### config.mk
export PLATFORM = sky130hd
export DESIGN_NAME = uart_dbg_cmd_engine_flat
export DESIGN_NICKNAME = d
export VERILOG_FILES = /design/src/rtl/uart_dbg_cmd_engine_if.sv /design/src/rtl/uart_dbg_cmd_engine.sv /design/src/flat_wrapper.sv
export SDC_FILE = /design/constraint.sdc
export NUM_CORES = 1
export LEC_CHECK = 0
export BUFFER_PORTS_ARGS = -buffer_cell sky130_fd_sc_hd__buf_2
export CELL_PAD_IN_SITES_DETAIL_PLACEMENT = 0
export CELL_PAD_IN_SITES_GLOBAL_PLACEMENT = 1
export CORE_MARGIN = 2
export CORE_UTILIZATION = 36
export CTS_CLUSTER_SIZE = 25
export DETAILED_ROUTE_END_ITERATION = 7
export GPL_TIMING_DRIVEN = 0
export PLACE_DENSITY_LB_ADDON = 0.15
export SLEW_MARGIN = 20
export SYNTH_ARGS = -nofsm -noshare
export SYNTH_HDL_FRONTEND = slang
export SYNTH_SLANG_ARGS = --single-unit
export TNS_END_PERCENT = 100
### constraint.sdc
create_clock -name clk -period 2.12 [get_ports clk]
set_clock_uncertainty 0.1 [all_clocks]
set_input_delay 0.212 -clock clk [delete_from_list [all_inputs] [get_ports clk]]
set_output_delay 0.212 -clock clk [all_outputs]
set_load 0.02 [all_outputs]
### src/rtl/uart_dbg_cmd_engine_if.sv
// Bundle of signals between the debug command engine and its neighbours:
// the UART RX byte stream, the UART TX byte handshake, and the register file's
// debugger access port.
//   master : the command engine (drives tx_* and reg_* outputs)
//   slave  : the UART/register-file side (drives rx_*, tx_ready, reg_rd_*)
interface uart_dbg_cmd_engine_if;
  logic [7:0]  rx_data;
  logic        rx_valid;
  logic [7:0]  tx_data;
  logic        tx_valid;
  logic        tx_ready;
  logic [7:0]  reg_addr;
  logic [31:0] reg_wr_data;
  logic        reg_wr_en;
  logic        reg_rd_en;
  logic [31:0] reg_rd_data;
  logic        reg_rd_done;

  modport master (
    input  rx_data, rx_valid, tx_ready, reg_rd_data, reg_rd_done,
    output tx_data, tx_valid, reg_addr, reg_wr_data, reg_wr_en, reg_rd_en
  );

  modport slave (
    output rx_data, rx_valid, tx_ready, reg_rd_data, reg_rd_done,
    input  tx_data, tx_valid, reg_addr, reg_wr_data, reg_wr_en, reg_rd_en
  );
endinterface

### src/rtl/uart_dbg_cmd_engine.sv
// UART debug command engine. Parses 'R' ADDR and 'W' ADDR D3 D2 D1 D0 frames
// from the RX byte stream, performs one register access over the debugger
// port, and streams the response (4 data bytes, 'K' or 'E') to UART TX.
// Ports:
//   clk, rst    : clock, synchronous active-high reset
//   bus         : master side of uart_dbg_cmd_engine_if (rx, tx, reg_*)
//   busy        : high whenever the engine is not idle
//   err         : one-cycle pulse on protocol error, read timeout or
//                 inter-byte timeout
//   rx_overrun  : sticky flag, an rx byte arrived while it could not be taken
module uart_dbg_cmd_engine #(
  parameter int NUM_REGS       = 32,
  parameter int TIMEOUT_CYCLES = 100000,
  parameter int RD_WAIT_MAX    = 15
) (
  input  logic                  clk,
  input  logic                  rst,
  uart_dbg_cmd_engine_if.master bus,
  output logic                  busy,
  output logic                  err,
  output logic                  rx_overrun
);

  localparam logic [2:0] S_IDLE     = 3'd0;
  localparam logic [2:0] S_GET_ADDR = 3'd1;
  localparam logic [2:0] S_GET_DATA = 3'd2;
  localparam logic [2:0] S_RD_REQ   = 3'd3;
  localparam logic [2:0] S_RD_WAIT  = 3'd4;
  localparam logic [2:0] S_WR_REQ   = 3'd5;
  localparam logic [2:0] S_SEND     = 3'd6;
  localparam logic [2:0] S_ERR      = 3'd7;

  localparam logic [7:0] OP_RD    = 8'h52;
  localparam logic [7:0] OP_WR    = 8'h57;
  localparam logic [7:0] RESP_OK  = 8'h4B;
  localparam logic [7:0] RESP_ERR = 8'h45;

  localparam int TMO_W = $clog2(TIMEOUT_CYCLES + 1);
  localparam int RDW_W = $clog2(RD_WAIT_MAX + 1);
  localparam logic [TMO_W-1:0] TMO_LAST = TMO_W'(TIMEOUT_CYCLES - 1);
  localparam logic [TMO_W-1:0] TMO_ONE  = TMO_W'(1);
  localparam logic [RDW_W-1:0] RDW_LAST = RDW_W'(RD_WAIT_MAX - 1);
  localparam logic [RDW_W-1:0] RDW_ONE  = RDW_W'(1);
  localparam logic [8:0]       ADDR_LIMIT = 9'(NUM_REGS);

  logic [2:0]       state_reg;
  logic             is_write_reg;
  logic [1:0]       byte_cnt_reg;
  logic [TMO_W-1:0] tmo_cnt_reg;
  logic [RDW_W-1:0] rdw_cnt_reg;
  logic [31:0]      resp_reg;      // response bytes, next byte in [31:24]
  logic [2:0]       resp_len_reg;  // bytes still to send
  logic             tmo_err_reg;
  logic             overrun_reg;
  logic [7:0]       addr_reg;
  logic [31:0]      wr_data_reg;

  logic tmo_hit;
  logic rx_blocked;

  // Idle cycles counted so far reach the limit on this cycle (no byte now).
  assign tmo_hit = (tmo_cnt_reg == TMO_LAST);

  // States that cannot take a byte: any strobe here is lost.
  assign rx_blocked = (state_reg == S_RD_REQ) || (state_reg == S_RD_WAIT) ||
                      (state_reg == S_WR_REQ) || (state_reg == S_SEND) ||
                      (state_reg == S_ERR);

  // Strobes are decoded from single-cycle states, so they can never overlap
  // and can never appear in consecutive cycles.
  assign bus.reg_rd_en   = (state_reg == S_RD_REQ);
  assign bus.reg_wr_en   = (state_reg == S_WR_REQ);
  assign bus.reg_addr    = addr_reg;
  assign bus.reg_wr_data = wr_data_reg;
  assign bus.tx_valid    = (state_reg == S_SEND);
  assign bus.tx_data     = resp_reg[31:24];
  assign busy            = (state_reg != S_IDLE);
  assign err             = (state_reg == S_ERR) || tmo_err_reg;
  assign rx_overrun      = overrun_reg;

  always_ff @(posedge clk) begin
    if (rst) begin
      state_reg    <= S_IDLE;
      is_write_reg <= 1'b0;
      byte_cnt_reg <= 2'd0;
      tmo_cnt_reg  <= '0;
      rdw_cnt_reg  <= '0;
      resp_reg     <= 32'd0;
      resp_len_reg <= 3'd0;
      tmo_err_reg  <= 1'b0;
      overrun_reg  <= 1'b0;
      addr_reg     <= 8'd0;
      wr_data_reg  <= 32'd0;
    end else begin
      tmo_err_reg <= 1'b0;
      if (bus.rx_valid && rx_blocked) begin
        overrun_reg <= 1'b1;
      end

      case (state_reg)
        S_IDLE: begin
          if (bus.rx_valid) begin
            if (bus.rx_data == OP_RD || bus.rx_data == OP_WR) begin
              is_write_reg <= (bus.rx_data == OP_WR);
              tmo_cnt_reg  <= '0;
              state_reg    <= S_GET_ADDR;
            end else begin
              state_reg <= S_ERR;
            end
          end
        end

        S_GET_ADDR: begin
          if (bus.rx_valid) begin
            addr_reg    <= bus.rx_data;
            tmo_cnt_reg <= '0;
            if ({1'b0, bus.rx_data} >= ADDR_LIMIT) begin
              state_reg <= S_ERR;
            end else if (is_write_reg) begin
              byte_cnt_reg <= 2'd0;
              state_reg    <= S_GET_DATA;
            end else begin
              state_reg <= S_RD_REQ;
            end
          end else if (tmo_hit) begin
            // Abandoned frame: flag it but send nothing back.
            tmo_err_reg <= 1'b1;
            state_reg   <= S_IDLE;
          end else begin
            tmo_cnt_reg <= tmo_cnt_reg + TMO_ONE;
          end
        end

        S_GET_DATA: begin
          if (bus.rx_valid) begin
            wr_data_reg  <= {wr_data_reg[23:0], bus.rx_data};
            tmo_cnt_reg  <= '0;
            byte_cnt_reg <= byte_cnt_reg + 2'd1;
            if (byte_cnt_reg == 2'd3) begin
              state_reg <= S_WR_REQ;
            end
          end else if (tmo_hit) begin
            tmo_err_reg <= 1'b1;
            state_reg   <= S_IDLE;
          end else begin
            tmo_cnt_reg <= tmo_cnt_reg + TMO_ONE;
          end
        end

        S_RD_REQ: begin
          rdw_cnt_reg <= '0;
          state_reg   <= S_RD_WAIT;
        end

        S_RD_WAIT: begin
          // A completion in the final allowed cycle still wins over the timeout.
          if (bus.reg_rd_done) begin
            resp_reg     <= bus.reg_rd_data;
            resp_len_reg <= 3'd4;
            state_reg    <= S_SEND;
          end else if (rdw_cnt_reg == RDW_LAST) begin
            state_reg <= S_ERR;
          end else begin
            rdw_cnt_reg <= rdw_cnt_reg + RDW_ONE;
          end
        end

        S_WR_REQ: begin
          resp_reg     <= {RESP_OK, 24'd0};
          resp_len_reg <= 3'd1;
          state_reg    <= S_SEND;
        end

        S_ERR: begin
          resp_reg     <= {RESP_ERR, 24'd0};
          resp_len_reg <= 3'd1;
          state_reg    <= S_SEND;
        end

        S_SEND: begin
          if (bus.tx_ready) begin
            resp_reg     <= {resp_reg[23:0], 8'd0};
            resp_len_reg <= resp_len_reg - 3'd1;
            if (resp_len_reg == 3'd1) begin
              state_reg <= S_IDLE;
            end
          end
        end

        default: state_reg <= S_IDLE;
      endcase
    end
  end

endmodule

### src/flat_wrapper.sv
// flat-port wrapper written by rule: the top's interface ports become plain ports
module uart_dbg_cmd_engine_flat 
#(
  parameter int NUM_REGS       = 32,
  parameter int TIMEOUT_CYCLES = 100000,
  parameter int RD_WAIT_MAX    = 15
)
  (clk, rst, busy, err, rx_overrun, bus_rx_data, bus_rx_valid, bus_tx_ready, bus_reg_rd_data, bus_reg_rd_done, bus_tx_data, bus_tx_valid, bus_reg_addr, bus_reg_wr_data, bus_reg_wr_en, bus_reg_rd_en);
  uart_dbg_cmd_engine_if bus_i ();
  input  logic clk;
  input  logic rst;
  output logic busy;
  output logic err;
  output logic rx_overrun;
  input wire logic [$bits(bus_i.rx_data)-1:0] bus_rx_data;
  input wire logic [$bits(bus_i.rx_valid)-1:0] bus_rx_valid;
  input wire logic [$bits(bus_i.tx_ready)-1:0] bus_tx_ready;
  input wire logic [$bits(bus_i.reg_rd_data)-1:0] bus_reg_rd_data;
  input wire logic [$bits(bus_i.reg_rd_done)-1:0] bus_reg_rd_done;
  output wire logic [$bits(bus_i.tx_data)-1:0] bus_tx_data;
  output wire logic [$bits(bus_i.tx_valid)-1:0] bus_tx_valid;
  output wire logic [$bits(bus_i.reg_addr)-1:0] bus_reg_addr;
  output wire logic [$bits(bus_i.reg_wr_data)-1:0] bus_reg_wr_data;
  output wire logic [$bits(bus_i.reg_wr_en)-1:0] bus_reg_wr_en;
  output wire logic [$bits(bus_i.reg_rd_en)-1:0] bus_reg_rd_en;
  assign bus_i.rx_data = bus_rx_data;
  assign bus_i.rx_valid = bus_rx_valid;
  assign bus_i.tx_ready = bus_tx_ready;
  assign bus_i.reg_rd_data = bus_reg_rd_data;
  assign bus_i.reg_rd_done = bus_reg_rd_done;
  assign bus_tx_data = bus_i.tx_data;
  assign bus_tx_valid = bus_i.tx_valid;
  assign bus_reg_addr = bus_i.reg_addr;
  assign bus_reg_wr_data = bus_i.reg_wr_data;
  assign bus_reg_wr_en = bus_i.reg_wr_en;
  assign bus_reg_rd_en = bus_i.reg_rd_en;
  uart_dbg_cmd_engine #(.NUM_REGS(NUM_REGS), .TIMEOUT_CYCLES(TIMEOUT_CYCLES), .RD_WAIT_MAX(RD_WAIT_MAX)) u_core (.clk(clk), .rst(rst), .bus(bus_i), .busy(busy), .err(err), .rx_overrun(rx_overrun));
endmodule
==> reports/summary.txt, run 1 <==
ROUTING
--------------------------------------------------------------------------------
DRC ...............................................................            0
Final antenna-violating net count .................................            0
Overall via count from detail_route ...............................         4307
DRT Wirelength ....................................................      12.6 mm
Number of detailed-route iterations in the first pass .............            4
DRT iter0 DRCs ....................................................          186
Detailed-route vias per instance ..................................         5.04
Routed wire length per instance ...................................      14.7 um

POWER AND IR DROP
--------------------------------------------------------------------------------
Clock network power share .........................................        27.6%
Sequential cell fraction of total power ...........................        37.7%
Internal power component ..........................................      4060 uW
Peak ir drop on the vdd network ...................................     0.469 mV
Comb pwr share ....................................................        34.8%
Net switching power ...............................................      2280 uW
Net Sw Frac .......................................................        36.0%
Power density over the cells ......................................  1100 nW/um2
Leakage power .....................................................   0.00230 uW

CLOCKING
--------------------------------------------------------------------------------
CTS buffer count ..................................................            9
Insertion delay of the later-clocked pin in the worst-skew pair ...       350 ps
CTS Buffer Depth ..................................................            2
Root buffer cell ..................................................    clkbuf_16
Maximum level of the CTS H-tree ...................................            3
Clock tree from TritonCTS .........................................         done
Worst-path clk slew ...............................................        70 ps
Clk sink count ....................................................          104

PLACEMENT
--------------------------------------------------------------------------------
Placed cell count .................................................          833
DP HPWL ...........................................................      9.25 mm
DP Area ...........................................................     5300 um2
Final estimated routing congestion in global placement ............        0.836
Count of buffers from port buffering ..............................           98

SYNTHESIS
--------------------------------------------------------------------------------
Post-synthesis compound-gate area fraction ........................        15.8%
Flops & latches, synth ............................................          104
Yosys top cell area share .........................................        45.3%
Leading cell types by total area after synthesis .................. dfxtp_1, nand2_1, a21oi_1
Post-synth EDFFs ..................................................            0
Post-synthesis xor/xnor area fraction .............................        2.10%
Largest family of logic cells by synthesized area ................. simple AND/OR/NAND/NOR gates
Avg Synthesized Cell Area .........................................     8.16 um2
Mux cell area share after synthesis ...............................        1.99%
Total standard cell area after synthesis ..........................     4590 um2
Post-synthesis sequential area ratio ..............................        45.3%
Top post-synthesis cells by count ................................. dfxtp_1, nand2_1, nor2_1
Cell taking the most area after synthesis .........................      dfxtp_1
Yosys warning count ...............................................            0
Post-Synthesis Cells ..............................................          563
Number of library cell types mapped by synthesis ..................           55
Most repeated cell in the gate-level netlist after synthesis ......      dfxtp_1
Synthesized-area fraction occupied by and/or/nand/nor cells .......        27.3%
Leading register cell type out of synthesis .......................      dfxtp_1
Net count of the mapped netlist ...................................          614
Share of async-settable or async-resettable flops after synthesis .           0%
Post-synthesis adder-cell area fraction ...........................        1.63%

CRITICAL PATH
--------------------------------------------------------------------------------
Register-to-register setup slack ..................................        90 ps
Count of buffer and inverter cells on the critical path ...........            2
Critical Path, Cell by Cell ....................................... or2_0 -> or4_4 -> nor3_4 -> buf_12 -> buf_4 -> nor3b_1 -> xnor2_1 -> nor2_1
Critical path class ...............................................      reg2reg
Critical path endpoint category ...................................    flip-flop
Crit path max fanout ..............................................            7
Endpoint of the worst register-to-register path ................... u_core.tmo_cnt_reg[2]
Required arrival time at the worst endpoint .......................      2260 ps
Highest cell delay on the worst timing path .......................       540 ps
Slowest stage cell on the critical path ...........................        or4_4
Worst path top cell family by delay ............................... simple AND/OR/NAND/NOR gates
Arrival time at the worst endpoint ................................      2170 ps
Launch point of the worst reg-to-reg path ......................... u_core.tmo_cnt_reg[11]
Category of the worst setup path launch point .....................    flip-flop
Cell count of the worst reg-to-reg path ...........................            8

DIE
--------------------------------------------------------------------------------
Initial cell density of the core ..................................        36.7%
I/O pin total .....................................................           99
Core region area ..................................................    12500 um2
Die Y-Extent ......................................................       117 um
Total die area ....................................................    13700 um2
Number of rows created at floorplan ...............................           41
Horiz. Die Dim ....................................................       117 um

TIMING
--------------------------------------------------------------------------------
Hold violation count in the final report ..........................            0
Sum of negative setup slack .......................................         0 ps
Least-Margin Pin Slew .............................................       645 ps
Setup violators final .............................................            0
Shortest clock period the worst path allows after layout ..........      2030 ps
Number of pins exceeding their max-slew limit in the final report .            0
Normalized max-slew margin ........................................        57.0%
Setup repair after global routing missed its margin ...............          yes
Maximum frequency from static timing analysis .....................    0.493 GHz
Share of the cycle needed by the critical path after routing ......        95.6%

FINISH
--------------------------------------------------------------------------------
Layout overhead on the synthesized area ...........................        25.9%
# diodes ..........................................................            0
Post-route insts no fill ..........................................          854
Share of the core filled with cells in the final layout ...........        46.2%
Post-layout nets ..................................................          729
Fraction of layout instances using a drive strength above 1 .......        25.2%
Final non-filler cell area ........................................     5780 um2
Total of fill cells in the finished design ........................         1314

GRT
--------------------------------------------------------------------------------
Wire length of the first global-routing pass ......................      19.6 mm
Total overflow reported by the global router ......................            0
Via count of the first global-routing pass ........................         3992
Global routing usage summed across all routing layers .............        18.5%
Initial antenna violation count ...................................            0
Maximum number of pins on one net before global-route repair ......           20

WORST HOLD PATH
--------------------------------------------------------------------------------
Hold Path Stages ..................................................            3
Startpoint of the lowest-slack hold path .......................... bus_reg_rd_data[5]
Capture endpoint of the worst hold path ........................... u_core.resp_reg[5]
Worst min-delay path category .....................................       in2reg

RUN
--------------------------------------------------------------------------------
Maximum capacitance violations ....................................            0

RUN STATUS
--------------------------------------------------------------------------------
Outcome ........................................................... finished clean

-- logic make-up after synthesis --
kind of cell | after synthesis
AND/OR/NAND/NOR | 259
AO/OA/AOI/OAI | 115
flip-flops | 104
buffers and inverters | 59
XOR/XNOR | 11
multiplexers | 9
adder cells (fa/ha/maj) | 6
-- final cells by class --
class,count,area [um2],area share (%)
Buffer,47,248,4.29
Clock buffer,12,236,4.09
Clock inverter,3,67.6,1.17
Inverter,11,41.3,0.714
Multi-Input combinational cell,400,2320,40.2
Sequential cell,104,2090,36.1
Tap cell,172,215,3.72
Timing Repair Buffer,105,561,9.70
-- through the flow --
| step | setup WS, ps | total power (uW) | hold slack, ps |
|---|---|---|---|
| 2_1_floorplan | 25.0 | 3900 | 248 |
| 3_3_place_gp | -392 | 4480 | 339 |
| 3_5_place_dp | -412 | 4500 | 346 |
| 4_1_cts | 2.26 | 6300 | 3.32 |
| 5_1_grt | -22.7 | 6730 | 13.7 |
| 6_report | 93.2 | 6340 | 12.6 |
-- layout by cell type (no fill, tap or decap), types with 4 or more instances in the layout --
master,count
buf_4,15
nor2_1,62
ha_1,5
clkbuf_2,11
dfxtp_2,4
xnor2_1,8
mux2i_1,8
dfxtp_1,100
nor2b_1,5
nand3_1,20
nand2b_1,5
clkbuf_16,9
buf_2,102
nand2_1,89
a221oi_1,20
and3_1,5
o21ai_0,10
a21oi_1,59
nor3_1,34
and3b_1,4
clkbuf_1,21
inv_1,11
-- power by group through the flow --
stage               Combinational, uW  Clock, uW  Sequential [uW]
floorplan                        1470          0             2430
CTS                              2120       1800             2380
finish                           2200       1750             2390
detailed placement               2080          0             2420
global route                     2460       1850             2420
global placement                 2070          0             2410
-- worst max path at each step --
stage / cells past startpoint / end / startpoint / slack [ps]
2_1_floorplan: 7 / u_core.tmo_cnt_reg[16] / u_core.tmo_cnt_reg[0] / 20
3_3_place_gp: 7 / u_core.resp_reg[5] / u_core.state_reg[1] / -390
3_5_place_dp: 7 / u_core.resp_reg[6] / u_core.state_reg[1] / -410
4_1_cts: 7 / u_core.state_reg[0] / u_core.tmo_cnt_reg[0] / 2
5_1_grt: 8 / u_core.tmo_cnt_reg[13] / u_core.state_reg[1] / -20
6_report: 8 / u_core.tmo_cnt_reg[2] / u_core.tmo_cnt_reg[11] / 90
-- repair_timing --
action | in CTS | in global routing
endpoints found under the hold margin | 2 | 0
endpoints found under the setup margin | 66 | 87
pin swaps | 1 | 4
gates resized for setup | 21 | 32
setup buffers | 1 | 5
hold buffers | 2 | 0
-- routing by layer --
layer	global-route usage, %	wire length, um	share of wire, %
met1	23.7	5930	47
met2	30.7	5870	47
met3	3.09	520	4.1
met4	8.16	263	2.1
met5	0	0	0
-- worst min-delay path, delay by kind of cell --
kind                   cells  cell delay, ps
AND/OR/NAND/NOR            1              50
buffers and inverters      1              90
AO/OA/AOI/OAI              1              60
Note: power is estimated with default switching activity, not from simulation.
==> run 2: changes to the inputs <==
--- a/config.mk
+++ b/config.mk
@@ -14,6 +14,7 @@
 export DETAILED_ROUTE_END_ITERATION = 7
 export GPL_TIMING_DRIVEN = 0
 export PLACE_DENSITY_LB_ADDON = 0.15
+export REMOVE_ABC_BUFFERS = 1
 export SLEW_MARGIN = 20
 export SYNTH_ARGS = -nofsm -noshare
 export SYNTH_HDL_FRONTEND = slang
==> run 2 against run 1 <==
Total power fell by 1.6%. Utilization shrank 0.96 points. Final cell count decreased by 4.7%. Critical endpoint is now u_core.state_reg[0].
==> reports/summary.txt, run 2 (synthesis results as in run 1) <==
RUN STATUS
--------------------------------------------------------------------------------
Outcome ........................................................... finished clean

DIE
--------------------------------------------------------------------------------
Die Y-Extent ......................................................       117 um
Horiz. Die Dim ....................................................       117 um
Initial cell density of the core ..................................        36.7%
Total die area ....................................................    13700 um2
Number of rows created at floorplan ...............................           41
I/O pin total .....................................................           99
Core region area ..................................................    12500 um2

ROUTING
--------------------------------------------------------------------------------
Number of detailed-route iterations in the first pass .............            4
Wire length on met1 ...............................................      5.49 mm
Highest routed metal layer ........................................         met4
Detailed route wirelength on metal3 ...............................       539 um
Final antenna-violating net count .................................            0
Routed wire length per instance ...................................      14.1 um
Detailed-route vias per instance ..................................         5.04
DRT Wirelength ....................................................      11.5 mm
DRC ...............................................................            0
Overall via count from detail_route ...............................         4103
Met2 Routed Length ................................................      5.26 mm
DRT iter0 DRCs ....................................................          230

CRITICAL PATH
--------------------------------------------------------------------------------
Arrival time at the worst endpoint ................................      2180 ps
Crit path max fanout ..............................................            3
Critical path class ...............................................      reg2reg
Slowest stage cell on the critical path ...........................        or4_4
Worst path top cell family by delay ............................... simple AND/OR/NAND/NOR gates
Count of buffer and inverter cells on the critical path ...........            0
Highest cell delay on the worst timing path .......................       530 ps
Required arrival time at the worst endpoint .......................      2260 ps
Critical path endpoint category ...................................    flip-flop
Category of the worst setup path launch point .....................    flip-flop
Critical Path, Cell by Cell ....................................... or2_1 -> or4_4 -> or2_4 -> o21ai_1 -> a221oi_1 -> o211a_1

RUN
--------------------------------------------------------------------------------
Maximum capacitance violations ....................................            0

CLOCKING
--------------------------------------------------------------------------------
CTS buffer count ..................................................            9
Maximum level of the CTS H-tree ...................................            3
Insertion delay of the later-clocked pin in the worst-skew pair ...       350 ps
Root buffer cell ..................................................    clkbuf_16
Worst-path clk slew ...............................................        70 ps
Clock tree from TritonCTS .........................................         done
Clk sink count ....................................................          104
CTS Buffer Depth ..................................................            2

TIMING
--------------------------------------------------------------------------------
Setup violators final .............................................            0
Normalized max-slew margin ........................................        44.2%
Setup slack of the critical path after layout .....................      83.7 ps
Maximum frequency from static timing analysis .....................    0.491 GHz
Hold violation count in the final report ..........................            0
Number of pins exceeding their max-slew limit in the final report .            0
Shortest clock period the worst path allows after layout ..........      2040 ps
Setup repair after global routing missed its margin ...............          yes
Share of the cycle needed by the critical path after routing ......        96.1%
Least-Margin Pin Slew .............................................       832 ps

POWER AND IR DROP
--------------------------------------------------------------------------------
Overall power after layout ........................................      6240 uW
Net Sw Frac .......................................................        35.7%
Comb pwr share ....................................................        31.3%
Power density over the cells ......................................  1100 nW/um2
Internal power component ..........................................      4010 uW
Sequential cell fraction of total power ...........................        40.2%
Peak ir drop on the vdd network ...................................     0.383 mV
Leakage power .....................................................   0.00221 uW
Clock network power share .........................................        28.4%
Net switching power ...............................................      2230 uW

PLACEMENT
--------------------------------------------------------------------------------
Final estimated routing congestion in global placement ............        0.788
Placement-stage worst setup slack .................................      -885 ps
Placed cell count .................................................          788
Count of buffers from port buffering ..............................           98
DP HPWL ...........................................................      7.44 mm
DP Area ...........................................................     5160 um2

GRT
--------------------------------------------------------------------------------
Global routing usage summed across all routing layers .............        17.1%
Maximum number of pins on one net before global-route repair ......           51
Via count of the first global-routing pass ........................         3720
Initial antenna violation count ...................................            0
Wire length of the first global-routing pass ......................      18.4 mm
Total overflow reported by the global router ......................            0

FINISH
--------------------------------------------------------------------------------
Post-route insts no fill ..........................................          814
Register area .....................................................     2100 um2
# diodes ..........................................................            0
Area of combinational cells with multiple inputs ..................     2340 um2
Most frequent cells in the layout ................................. buf_2, dfxtp_1, nand2_1
Share of the core filled with cells in the final layout ...........        45.2%
Final non-filler cell area ........................................     5660 um2
Layout overhead on the synthesized area ...........................        23.3%
Total of fill cells in the finished design ........................         1329
Fraction of layout instances using a drive strength above 1 .......        24.3%
Post-layout nets ..................................................          689

WORST HOLD PATH
--------------------------------------------------------------------------------
Worst min-delay path category .....................................       in2reg

==> run 2: per-stage QoR <==
step	hold slack [ps]	setup TNS [ps]
floorplan	181	-49680
finish	14.7	0
detailed placement	344	-46560
global placement	338	-127900
CTS	0.708	0
global route	10.8	-48.7
==> run 2: power by group through the flow <==
stage                     clock [uW]  sequential [uW]  combinational [uW]
after floorplan                    0             2580                1120
after global placement             0             2540                1710
after detailed placement           0             2570                1810
after CTS                       1840             2510                1890
after global routing            1910             2550                2200
final                           1780             2510                1950
==> run 2: what timing repair did <==
action	4_1_cts	5_1_grt
pin swaps	3	7
buffers inserted	2	5
hold buffers	4	0
gates resized for setup	16	11
hold endpoints to repair	4	0
setup endpoints to repair	107	62
==> run 2: path summary, 6_finish.rpt <==
check	from	end	slack, ps	depth (start not counted)
worst max-delay path	u_core.tmo_cnt_reg[8]	u_core.state_reg[0]	80	6
worst min-delay path	bus_reg_rd_data[2]	u_core.resp_reg[2]	10	3
worst max register to register	u_core.tmo_cnt_reg[8]	u_core.state_reg[0]	80	6
worst min register to register	u_core.resp_reg[4]	u_core.resp_reg[4]	350	2
==> run 2: metal layers <==
| metal | vias up | global-route usage (%) |
|---|---|---|
| li1 | 2104 | - |
| met1 | 1904 | 22.9 |
| met2 | 82 | 27.0 |
| met3 | 13 | 3.71 |
| met4 | 0 | 6.82 |
| met5 | - | 0 |
==> run 2: cell type report <==
| cell class | instances | share of cell area (%) |
|---|---|---|
| timing repair buffer | 112 | 11.7 |
| tap | 172 | 3.80 |
| multi-input combinational | 400 | 41.3 |
| inverter | 11 | 0.729 |
| clock buffer | 10 | 4.05 |
| clock inverter | 5 | 1.46 |
| sequential | 104 | 37.0 |
==> run 2: worst register-to-register path, delay by kind of cell, from the launching register on <==
family | cells | cell delay [ps]
flip-flops | 1 | 330
AND/OR/NAND/NOR | 3 | 1040
AO/OA/AOI/OAI | 3 | 460
